<file path="config.mk">
export PLATFORM = sky130hd
export DESIGN_NAME = gpu_draw_sequencer
export DESIGN_NICKNAME = d
export VERILOG_FILES = /design/src/rtl/gpu_pkg.sv /design/src/rtl/gpu_pixel_cursor.sv /design/src/rtl/gpu_draw_sequencer.sv
export SDC_FILE = /design/constraint.sdc
export NUM_CORES = 1
export LEC_CHECK = 0
export ABC_AREA = 0
export CAP_MARGIN = 20
export CELL_PAD_IN_SITES_DETAIL_PLACEMENT = 2
export CELL_PAD_IN_SITES_GLOBAL_PLACEMENT = 2
export CORE_MARGIN = 2
export CORE_UTILIZATION = 35
export CTS_CLUSTER_SIZE = 25
export DETAILED_ROUTE_END_ITERATION = 8
export GPL_TIMING_DRIVEN = 0
export MAX_ROUTING_LAYER = met4
export PLACE_DENSITY_LB_ADDON = 0.25
export SKIP_LAST_GASP = 1
export SLEW_MARGIN = 0
export SYNTH_ARGS = -nofsm -noshare
export SYNTH_HDL_FRONTEND = slang
export SYNTH_HIERARCHICAL = 1
export SYNTH_SLANG_ARGS = --single-unit
</file>
<file path="constraint.sdc">
create_clock -name hf_clk_i -period 3.8 [get_ports hf_clk_i]
set_input_delay 0.38 -clock hf_clk_i [delete_from_list [all_inputs] [get_ports hf_clk_i]]
set_output_delay 0.38 -clock hf_clk_i [all_outputs]
set_load 0.02 [all_outputs]
</file>
<file path="src/rtl/gpu_pkg.sv">
// Shared types for the GPU draw sequencer: opcodes, FSM states, instruction field layout
// and a constant-multiplier helper used only to seed the start address of a command.
package gpu_pkg;

    typedef enum logic [3:0] {
        OP_NOP    = 4'd0,
        OP_PIXEL  = 4'd1,
        OP_HLINE  = 4'd2,
        OP_VLINE  = 4'd3,
        OP_SQUARE = 4'd4,
        OP_CLEAR  = 4'd5
    } gpu_op_t;

    typedef enum logic [1:0] {
        S_IDLE,
        S_DECODE,
        S_DRAW
    } draw_state_t;

    localparam int OP_LSB    = 28;
    localparam int OP_W      = 4;
    localparam int X_LSB     = 20;
    localparam int X_W       = 8;
    localparam int Y_LSB     = 13;
    localparam int Y_W       = 7;
    localparam int LEN_LSB   = 5;
    localparam int LEN_W     = 8;
    localparam int COLOR_LSB = 2;

    // Cursor width: one bit wider than the X field so X+LEN never wraps.
    localparam int CUR_W = 9;

    // Shift-and-add by a constant; reduces to a few adders, not a multiplier.
    function automatic logic [31:0] times_const(input logic [CUR_W-1:0] v, input int unsigned k);
        logic [31:0] acc;
        // NOTE: blocking assignments are correct inside functions and always_comb;
        // non-blocking is reserved for clocked state.
        acc = '0;
        for (int i = 0; i < 16; i++) begin
            if (k[i]) acc = acc + ({23'd0, v} << i);
        end
        return acc;
    endfunction

endpackage

</file>
<file path="src/rtl/gpu_pixel_cursor.sv">
// Pixel cursor: walks a w x h rectangle row-major from (x0,y0), tracking the framebuffer
// address incrementally and flagging the last pixel and off-screen (clipped) pixels.
module gpu_pixel_cursor
    import gpu_pkg::*;
#(
    parameter int H_RES  = 160,
    parameter int V_RES  = 120,
    parameter int ADDR_W = 15
) (
    input  logic              hf_clk_i,
    input  logic              rst_i,
    input  logic              load_i,
    input  logic              step_i,
    input  logic [CUR_W-1:0]  x0_i,
    input  logic [CUR_W-1:0]  y0_i,
    input  logic [CUR_W-1:0]  w_i,
    input  logic [CUR_W-1:0]  h_i,
    input  logic [ADDR_W-1:0] addr0_i,
    output logic [ADDR_W-1:0] addr_o,
    output logic              last_o,
    output logic              clip_o
);

    localparam logic [CUR_W-1:0] H_LIM = CUR_W'(H_RES);
    localparam logic [CUR_W-1:0] V_LIM = CUR_W'(V_RES);

    logic [CUR_W-1:0]  x_q, x_d, y_q, y_d, x0_q, x0_d;
    logic [CUR_W-1:0]  w_q, w_d, h_q, h_d, col_q, col_d, row_q, row_d;
    logic [ADDR_W-1:0] addr_q, addr_d;
    logic              row_end;

    assign row_end = (col_q == w_q - CUR_W'(1));
    assign last_o  = row_end && (row_q == h_q - CUR_W'(1));
    assign clip_o  = (x_q >= H_LIM) || (y_q >= V_LIM);
    assign addr_o  = addr_q;

    always_comb begin
        // NOTE: every always_comb output gets a default first so no path infers a latch.
        x_d    = x_q;
        y_d    = y_q;
        x0_d   = x0_q;
        w_d    = w_q;
        h_d    = h_q;
        col_d  = col_q;
        row_d  = row_q;
        addr_d = addr_q;
        if (load_i) begin
            x_d    = x0_i;
            y_d    = y0_i;
            x0_d   = x0_i;
            w_d    = w_i;
            h_d    = h_i;
            col_d  = '0;
            row_d  = '0;
            addr_d = addr0_i;
        end else if (step_i) begin
            if (row_end) begin
                // Row return: back to x0 on the next row. Modular address arithmetic keeps
                // the low bits exact even while the cursor is off-screen.
                x_d    = x0_q;
                y_d    = y_q + CUR_W'(1);
                col_d  = '0;
                row_d  = row_q + CUR_W'(1);
                addr_d = addr_q + ADDR_W'(H_RES) - ADDR_W'(w_q - CUR_W'(1));
            end else begin
                x_d    = x_q + CUR_W'(1);
                col_d  = col_q + CUR_W'(1);
                addr_d = addr_q + ADDR_W'(1);
            end
        end
    end

    // NOTE: clocked state uses non-blocking assignments so all registers update together.
    always_ff @(posedge hf_clk_i or posedge rst_i) begin
        if (rst_i) begin
            x_q    <= '0;
            y_q    <= '0;
            x0_q   <= '0;
            w_q    <= '0;
            h_q    <= '0;
            col_q  <= '0;
            row_q  <= '0;
            addr_q <= '0;
        end else begin
            x_q    <= x_d;
            y_q    <= y_d;
            x0_q   <= x0_d;
            w_q    <= w_d;
            h_q    <= h_d;
            col_q  <= col_d;
            row_q  <= row_d;
            addr_q <= addr_d;
        end
    end

endmodule

</file>
<file path="src/rtl/gpu_draw_sequencer.sv">
// GPU draw sequencer: one-deep pending slot, decode FSM and pixel-by-pixel framebuffer
// writes with ready/valid backpressure.
module gpu_draw_sequencer
    import gpu_pkg::*;
#(
    parameter int H_RES   = 160,
    parameter int V_RES   = 120,
    parameter int COLOR_W = 3,
    parameter int ADDR_W  = $clog2(H_RES * V_RES)
) (
    input  logic               hf_clk_i,
    input  logic               rst_i,
    input  logic [31:0]        instruction_i,
    input  logic               new_instr_i,
    input  logic               fb_ready_i,
    output logic               fb_we_o,
    output logic [ADDR_W-1:0]  fb_addr_o,
    output logic [COLOR_W-1:0] fb_data_o,
    output logic               busy_o,
    output logic               done_o,
    output logic               drop_o,
    output logic               bad_op_o
);

    draw_state_t state_q, state_d;
    logic        slot_valid_q, slot_valid_d;
    logic [31:0] slot_q, slot_d, cmd_q, cmd_d;
    logic        done_q, done_d, drop_q, drop_d, bad_op_q, bad_op_d;
    logic        bypass;

    logic [OP_W-1:0]   op;
    logic [LEN_W-1:0]  len;
    logic [CUR_W-1:0]  x0, y0, w, h;
    logic [ADDR_W-1:0] addr0;
    logic              cur_load, cur_step, cur_last, cur_clip;
    logic              unused_bits;

    assign unused_bits = ^cmd_q[1:0];

    always_comb begin
        op    = cmd_q[OP_LSB +: OP_W];
        len   = cmd_q[LEN_LSB +: LEN_W];
        x0    = CUR_W'(cmd_q[X_LSB +: X_W]);
        y0    = CUR_W'(cmd_q[Y_LSB +: Y_W]);
        w     = CUR_W'(1);
        h     = CUR_W'(1);
        case (op)
            OP_HLINE:  w = CUR_W'(len);
            OP_VLINE:  h = CUR_W'(len);
            OP_SQUARE: begin
                w = CUR_W'(len);
                h = CUR_W'(len);
            end
            OP_CLEAR: begin
                x0 = '0;
                y0 = '0;
                w  = CUR_W'(H_RES);
                h  = CUR_W'(V_RES);
            end
            default: ;
        endcase
        addr0 = ADDR_W'(times_const(y0, H_RES)) + ADDR_W'(x0);
    end

    always_comb begin
        state_d      = state_q;
        slot_valid_d = slot_valid_q;
        slot_d       = slot_q;
        cmd_d        = cmd_q;
        done_d       = 1'b0;
        drop_d       = 1'b0;
        bad_op_d     = 1'b0;
        cur_load     = 1'b0;
        cur_step     = 1'b0;
        bypass       = 1'b0;

        case (state_q)
            S_IDLE: begin
                if (slot_valid_q) begin
                    cmd_d        = slot_q;
                    slot_valid_d = 1'b0;
                    state_d      = S_DECODE;
                end else if (new_instr_i) begin
                    // Empty slot: the strobed word goes straight to decode.
                    cmd_d   = instruction_i;
                    bypass  = 1'b1;
                    state_d = S_DECODE;
                end
            end
            S_DECODE: begin
                state_d = S_IDLE;
                case (op)
                    OP_NOP: done_d = 1'b1;
                    OP_PIXEL, OP_CLEAR: begin
                        cur_load = 1'b1;
                        state_d  = S_DRAW;
                    end
                    OP_HLINE, OP_VLINE, OP_SQUARE: begin
                        if (len == '0) begin
                            done_d = 1'b1;
                        end else begin
                            cur_load = 1'b1;
                            state_d  = S_DRAW;
                        end
                    end
                    default: bad_op_d = 1'b1;
                endcase
            end
            S_DRAW: begin
                // Clipped pixels are consumed in one cycle without a write.
                cur_step = cur_clip || fb_ready_i;
                if (cur_step && cur_last) begin
                    state_d = S_IDLE;
                    done_d  = 1'b1;
                end
            end
            default: state_d = S_IDLE;
        endcase

        if (new_instr_i && !bypass) begin
            if (!slot_valid_q || state_q == S_IDLE) begin
                slot_d       = instruction_i;
                slot_valid_d = 1'b1;
            end else begin
                drop_d = 1'b1;
            end
        end
    end

    always_ff @(posedge hf_clk_i or posedge rst_i) begin
        if (rst_i) begin
            state_q      <= S_IDLE;
            slot_valid_q <= 1'b0;
            slot_q       <= '0;
            cmd_q        <= '0;
            done_q       <= 1'b0;
            drop_q       <= 1'b0;
            bad_op_q     <= 1'b0;
        end else begin
            state_q      <= state_d;
            slot_valid_q <= slot_valid_d;
            slot_q       <= slot_d;
            cmd_q        <= cmd_d;
            done_q       <= done_d;
            drop_q       <= drop_d;
            bad_op_q     <= bad_op_d;
        end
    end

    gpu_pixel_cursor #(
        .H_RES  (H_RES),
        .V_RES  (V_RES),
        .ADDR_W (ADDR_W)
    ) u_cursor (
        .hf_clk_i (hf_clk_i),
        .rst_i    (rst_i),
        .load_i   (cur_load),
        .step_i   (cur_step),
        .x0_i     (x0),
        .y0_i     (y0),
        .w_i      (w),
        .h_i      (h),
        .addr0_i  (addr0),
        .addr_o   (fb_addr_o),
        .last_o   (cur_last),
        .clip_o   (cur_clip)
    );

    assign fb_we_o   = (state_q == S_DRAW) && !cur_clip;
    assign fb_data_o = cmd_q[COLOR_LSB +: COLOR_W];
    assign busy_o    = (state_q != S_IDLE) || slot_valid_q;
    assign done_o    = done_q;
    assign drop_o    = drop_q;
    assign bad_op_o  = bad_op_q;

endmodule

</file>
# After elaboration in Yosys (flattened, before gate mapping)
# Cells that the tools add are included.
[totals]
regBits = 148
latchBits = 0
ramBits = 0
romBits = 0
inputBits = 36
out_inout_bits = 23
wordCells = 112
memories = 0
[classes]
add_sub_neg = 12
mul = 0
n_div = 0
order_cmp = 2
eq_ne = 11
n_shift = 0
mux = 45
bitwise_logic = 0
n_reduce_logical = 27
[ops]
columns = ["op", "count"]
rows = [
  ["2-to-1 mux 9 bit", 12],
  ["2-to-1 mux 32 bit", 2],
  ["2-to-1 mux 15 bit", 3],
  ["adder 9 x 1 -> 9 bit, second input constant", 4],
  ["one-hot mux 8 bit (2 select lines)", 2],
  ["equality test 9 bit", 2],
  ["subtractor 9 x 1 -> 9 bit, second input constant", 2],
  ["adder 14 x 15 -> 15 bit", 1],
  ["adder 15 x 1 -> 15 bit, second input constant", 1],
  ["adder 15 x 8 -> 15 bit", 1],
  ["adder 15 x 8 -> 15 bit, second input constant", 1],
  ["2-to-1 mux 1 bit", 15],
  ["subtractor 15 bit", 1],
  ["subtractor 9 x 1 -> 10 bit, second input constant", 1],
  ["greater-or-equal comparator 9 x 7 -> 1 bit, second input constant", 1],
  ["greater-or-equal comparator 9 x 8 -> 1 bit, second input constant", 1],
  ["equality test 4 x 2 -> 1 bit, second input constant", 2],
  ["equality test 4 x 3 -> 1 bit, second input constant", 2],
  ["logical NOT 8 bit", 1],
  ["2-to-1 mux 2 bit", 4],
  ["2-to-1 mux 8 bit", 1],
  ["AND reduction 2 bit", 4],
  ["nonzero test 2 bit", 4],
  ["2-to-1 mux 7 bit", 1],
  ["16 further kinds", 28],
]

# Logic depth before layout (Yosys ltp)
[logic_depth]
word_depth = 6
mapped_depth = 15
depth_no_buf = 15

# By module
# The synthesis kept the hierarchy.
[by_module_without_submodules]
columns = ["module", "n_inst", "cells_per_inst", "area_each_um2", "seq_area_each_um2"]
rows = [
  ["gpu_pixel_cursor", 1, 614, 5584.1, 1951.9],
  ["gpu_draw_sequencer", 1, 332, 3555.9, 1651.6],
]

# Worst setup path after synthesis
# No wires, ideal clock.
[synth_timing]
path_kind = "reg-to-reg"
from = "reg u_cursor.w_q[5]"
to = "reg u_cursor.addr_q[14], in the netlist u_cursor/addr_o[14]"
setup_ns = 0.129
t_arrival_ns = 3.579
required_time_ns = 3.671
setup_slack_ns = 0.092
path_stages_with_launch = 14
n_path_buf = 1
synth_period_minus_slack_ns = 3.708
path_cell_list = "dfrtp_1 > buf_4 > or4_1 > or3_1 > ha_1 > ha_1 > and3_1 > o31a_1 > a311oi_1 > mux2i_1 > nor4bb_1 > mux2i_1 > xnor2_1 > o21ai_1"
[synth_via]
elab_chain_cells = 5
elab_cells_between_ends = 7
classes_between = "3 x add/sub; 1 x eq/ne; 3 x mux"
[synth_rtl]
columns = ["element", "line_no", "rtl"]
rows = [
  ["from (decl)", "gpu_pixel_cursor.sv:28", "logic [CUR_W-1:0] w_q, w_d, h_q, h_d, col_q, col_d, row_q, row_d;"],
  ["from (signal assigned)", "gpu_pixel_cursor.sv:88", "w_q <= w_d;"],
  ["subtractor 9 x 1 -> 10 bit or subtractor 9 x 1 -> 9 bit (tied branches)", "gpu_pixel_cursor.sv:64, gpu_pixel_cursor.sv:32", ""],
  ["subtractor 15 bit or equality test 9 bit (tied branches)", "gpu_pixel_cursor.sv:64, gpu_pixel_cursor.sv:32", ""],
  ["2-to-1 mux 15 bit (*)", "gpu_pixel_cursor.sv:57", "if (row_end) begin"],
  ["2-to-1 mux 15 bit (*)", "gpu_pixel_cursor.sv:56", "end else if (step_i) begin"],
  ["2-to-1 mux 15 bit (*)", "gpu_pixel_cursor.sv:47", "if (load_i) begin"],
  ["to (signal assigned)", "gpu_pixel_cursor.sv:92", "addr_q <= addr_d;"],
  ["to (decl)", "gpu_pixel_cursor.sv:29", "logic [ADDR_W-1:0] addr_q, addr_d;"],
]
# Mark *: on every way between the ends. The rest lies on a longest branch, timed or not. The select of a mux whose other input is x is not followed.
# A chain may end at the register's enable or synchronous reset.

# Final worst setup path
[layout_timing]
from = "reg u_cursor.w_q[0]"
to = "reg u_cursor.addr_q[14], in the netlist u_cursor/addr_o[14]"
# Same word-level chain as after synthesis.

==> impl_metrics.ini <==
[outcome]
status = finished, violations left
failed_checks = setup timing

[timing]
worst_slew_pin_slew_ns = 0.8716
post-route-period-util = 1.066
rsz0062_at_grt = true
setup_viol = 2
hold_violations = 0
setup-tns-final_ns = -0.3119
slew_viol_final = 0
fmax_ghz = 0.2468
setup_ws_ns = -0.2522
holdWs_ns = 0.3048
final.min_clock_period_ns = 4.052
clock-skew-final_ns = 0.01484
slew_headroom = 0.4189

[synthesis]
syn-instance-count = 946
mappedNetlistArea_sq_mm = 0.009140
ys_ff_latch = 144
ys_seq_area_frac = 0.3943
async_flop_share = 1.000
synth.distinct_cells = 77
avgSynthCellArea_sq_um = 9.662
synth-edff-count = 0
synth.yosys.warnings = 6
synthFlopType = dfrtp_1

[floorplan]
initial_core_util = 0.3538
die_h_um = 165.6
dieArea_sq_mm = 0.02742
placementRows = 59
io_pins = 59
core-area_sq_mm = 0.02584
die_width_um = 165.6

[critical_path]
worstSetupPathType = register to register
end_kind = register
r2r_end = u_cursor/addr_o[14]
r2r_slack_ns = -0.25
rr_worst_depth = 15
crit_arrival_ns = 4.34
critPathRequiredTime_ns = 4.08
r2r_start = u_cursor/w_q[0]
worst_setup_path_start_kind = register
worstPathMaxFanout = 5

[clocking]
htree_levels = 4
cts_buffers = 17
clk_pin_slew_worst_paths_ns = 0.07
cts_sinks = 144
clk-insertion-delay-late_ns = 0.43
clockBufferDepth = 2
root_buffer = clkbuf_16
cts_hold_buf = 0
cts_tree = done

[routing]
via_per_inst = 5.411
drc = 0
wire_per_inst_um = 20.79
vias = 7527
ant_nets = 0
drtIter0Drc = 286
wl_um = 28920
drt_pass1_iterations = 4

[power]
p_leak_uw = 0.004912
power.density_mw_per_mm2 = 1135
ir_worst_vdd_mv = 0.8977

[flow_run]
maxCapViolCount = 0

[place]
pre_cts_slack_ns = -0.7111
portBuffers = 56
placed_cells = 1342
dp_hpwl_um = 20720
gp_congestion = 0.7833

[global_route]
grt_pass1_wl_um = 45790
grt_max_degree = 67
antenna_found_initial = 0
grt_use_met3 = 0.02246
track_usage = 0.2177
grt.met1_usage = 0.2800
grt_busiest_layer = met2
grt-ovfl-total = 0
grt_pass1_vias = 8087
met2_usage = 0.3642

[finish]
fillerInstances = 2812
area_growth_pct = 22.45
fin_nets = 1134
layout-drive-gt1-share = 0.1667
layout.cells.non_filler = 1391
insertedDiodeCount = 0

[worst_hold_path]
hold_path.class = primary input to async pin
[final cells by class]
type                    instances  area, sq um  share of cell area
repair buffers                 75        738.2             0.06596
well taps                     335        419.2             0.03745
flip-flops and latches        144         3605              0.3221
multi-input cells             713         5359              0.4788
plain buffers                  51        275.3             0.02459
inverters                      41        158.9             0.01420
clock buffers                  17        425.4             0.03801
clock inverters                15        211.5             0.01889
[worst max-delay path by stage]
stage                         start                   to  slack [ns]  depth (start not counted)
finish              u_cursor/w_q[0]  u_cursor/addr_o[14]       -0.25                         15
global route        u_cursor/w_q[1]  u_cursor/addr_o[14]       -0.37                         17
CTS                 u_cursor/w_q[0]  u_cursor/addr_o[14]       -0.28                         16
detailed placement  u_cursor/w_q[0]  u_cursor/addr_o[14]       -0.71                         15
global placement    u_cursor/w_q[0]  u_cursor/addr_o[14]       -0.62                         15
floorplan           u_cursor/w_q[5]  u_cursor/addr_o[14]        0.09                         13
[Yosys cell counts, types with 6 or more instances]
cell type,count,area [sq um]
inv_1,41,153.9
a21o_1,12,90.09
o21ai_0,86,430.4
o21a_1,6,45.04
or4_1,6,45.04
o31ai_1,6,45.04
xor2_1,18,157.7
xnor2_1,45,394.1
and2_1,12,75.07
a21oi_1,39,195.2
clkbuf_1,24,90.09
dfrtp_1,144,3603
nand4b_1,7,61.31
buf_2,13,65.06
nor3_1,16,80.08
buf_4,6,45.04
nand2_1,96,360.4
mux2_2,49,551.8
nor4_1,7,43.79
ha_1,53,663.1
and3_1,15,93.84
nand4_1,7,43.79
mux2i_1,45,450.4
nor2b_1,17,106.4
nand3_1,32,160.2
nor2_1,43,161.4
[per-layer routing]
| layer | routed length (um) | vias up | part of all wire |
|---|---|---|---|
| met5 | 0 | - | 0 |
| met4 | 493 | 0 | 0.017 |
| met3 | 820 | 30 | 0.028 |
| met2 | 14350 | 108 | 0.50 |
| met1 | 13260 | 3857 | 0.46 |
| li1 | - | 3532 | - |
[where the power goes]
group	total, uW	switching [uW]	internal, uW
Combinational	8050	4360	3690
Clock	1860	784	1070
Sequential	2800	619	2180
[critical path, stage by stage, from the launching register on]
cell and delay (ns):
dfrtp_2 0.43, buf_6 0.13, or4_4 0.51, buf_6 0.14, or3_4 0.42, ha_4 0.30
ha_4 0.20, and3_4 0.15, o31a_1 0.31, a311oi_2 0.19, buf_4 0.17, mux2i_2 0.07
nor4bb_2 0.34, mux2i_1 0.13, xnor2_1 0.28, o21ai_1 0.12
[sequential cells by signal, indices dropped and copies added (netlist names)]
| name | count |
|---|---|
| bad_op_o | 1 |
| cmd_q | 30 |
| done_o | 1 |
| drop_o | 1 |
| slot_q | 30 |
| slot_valid_q | 1 |
| state_q | 2 |
| u_cursor/addr_o | 15 |
| u_cursor/col_q | 9 |
| u_cursor/h_q | 9 |
| u_cursor/row_q | 9 |
| u_cursor/w_q | 9 |
| u_cursor/x0_q | 9 |
| u_cursor/x_q | 9 |
| u_cursor/y_q | 9 |
[metrics by stage]
stage / total power, uW / instance area [sq um] / utilization
6_report: 12710 / 11190 / 0.4332
5_1_grt: 13760 / 11190 / 0.4332
4_1_cts: 12370 / 11070 / 0.4284
3_5_place_dp: 9768 / 10170 / 0.3935
3_3_place_gp: 9530 / 10130 / 0.3923
2_1_floorplan: 7623 / 9155 / -
[layout by cell type, fill, tap and decap left out, drive strengths merged, types with 4 or more instances in the layout]
| cell | synthesis | layout |
|---|---|---|
| a21o | 12 | 12 |
| a21oi | 39 | 39 |
| a31oi | 4 | 4 |
| and2 | 13 | 13 |
| and2b | 5 | 5 |
| and3 | 16 | 16 |
| buf | 28 | 47 |
| clkbuf | 24 | 40 |
| clkdlybuf4s50 | 0 | 56 |
| conb | 1 | 5 |
| dfrtp | 144 | 144 |
| ha | 53 | 53 |
| inv | 41 | 51 |
| mux2 | 50 | 50 |
| mux2i | 45 | 45 |
| nand2 | 97 | 97 |
| nand2b | 4 | 4 |
| nand3 | 32 | 32 |
| nand3b | 5 | 5 |
| nand4 | 7 | 7 |
| nand4b | 7 | 7 |
| nor2 | 44 | 44 |
| nor2b | 17 | 17 |
| nor3 | 16 | 16 |
| nor3b | 4 | 4 |
| nor4 | 9 | 9 |
| o211ai | 5 | 5 |
| o21a | 7 | 7 |
| o21ai | 90 | 90 |
| o31ai | 7 | 7 |
| or2 | 4 | 4 |
| or4 | 7 | 7 |
| xnor2 | 45 | 45 |
| xnor3 | 4 | 4 |
| xor2 | 18 | 18 |
[cell families after synthesis]
| kind of cell | Yosys count | synth area share |
|---|---|---|
| simple gates | 297 | 0.1699 |
| compound gates | 192 | 0.1272 |
| flops | 144 | 0.3943 |
| mux | 95 | 0.1109 |
| buf+inv | 93 | 0.04654 |
| xor+xnor | 68 | 0.07283 |
| fa+ha+maj | 56 | 0.07803 |
| other cells | 1 | 0.0004103 |
[repair_timing]
action	4_1_cts	5_1_grt
pin swaps	17	18
setup buffers	12	6
endpoints found under the setup margin	8	7
gates resized for setup	30	21
(Power assumes the default switching activity.)
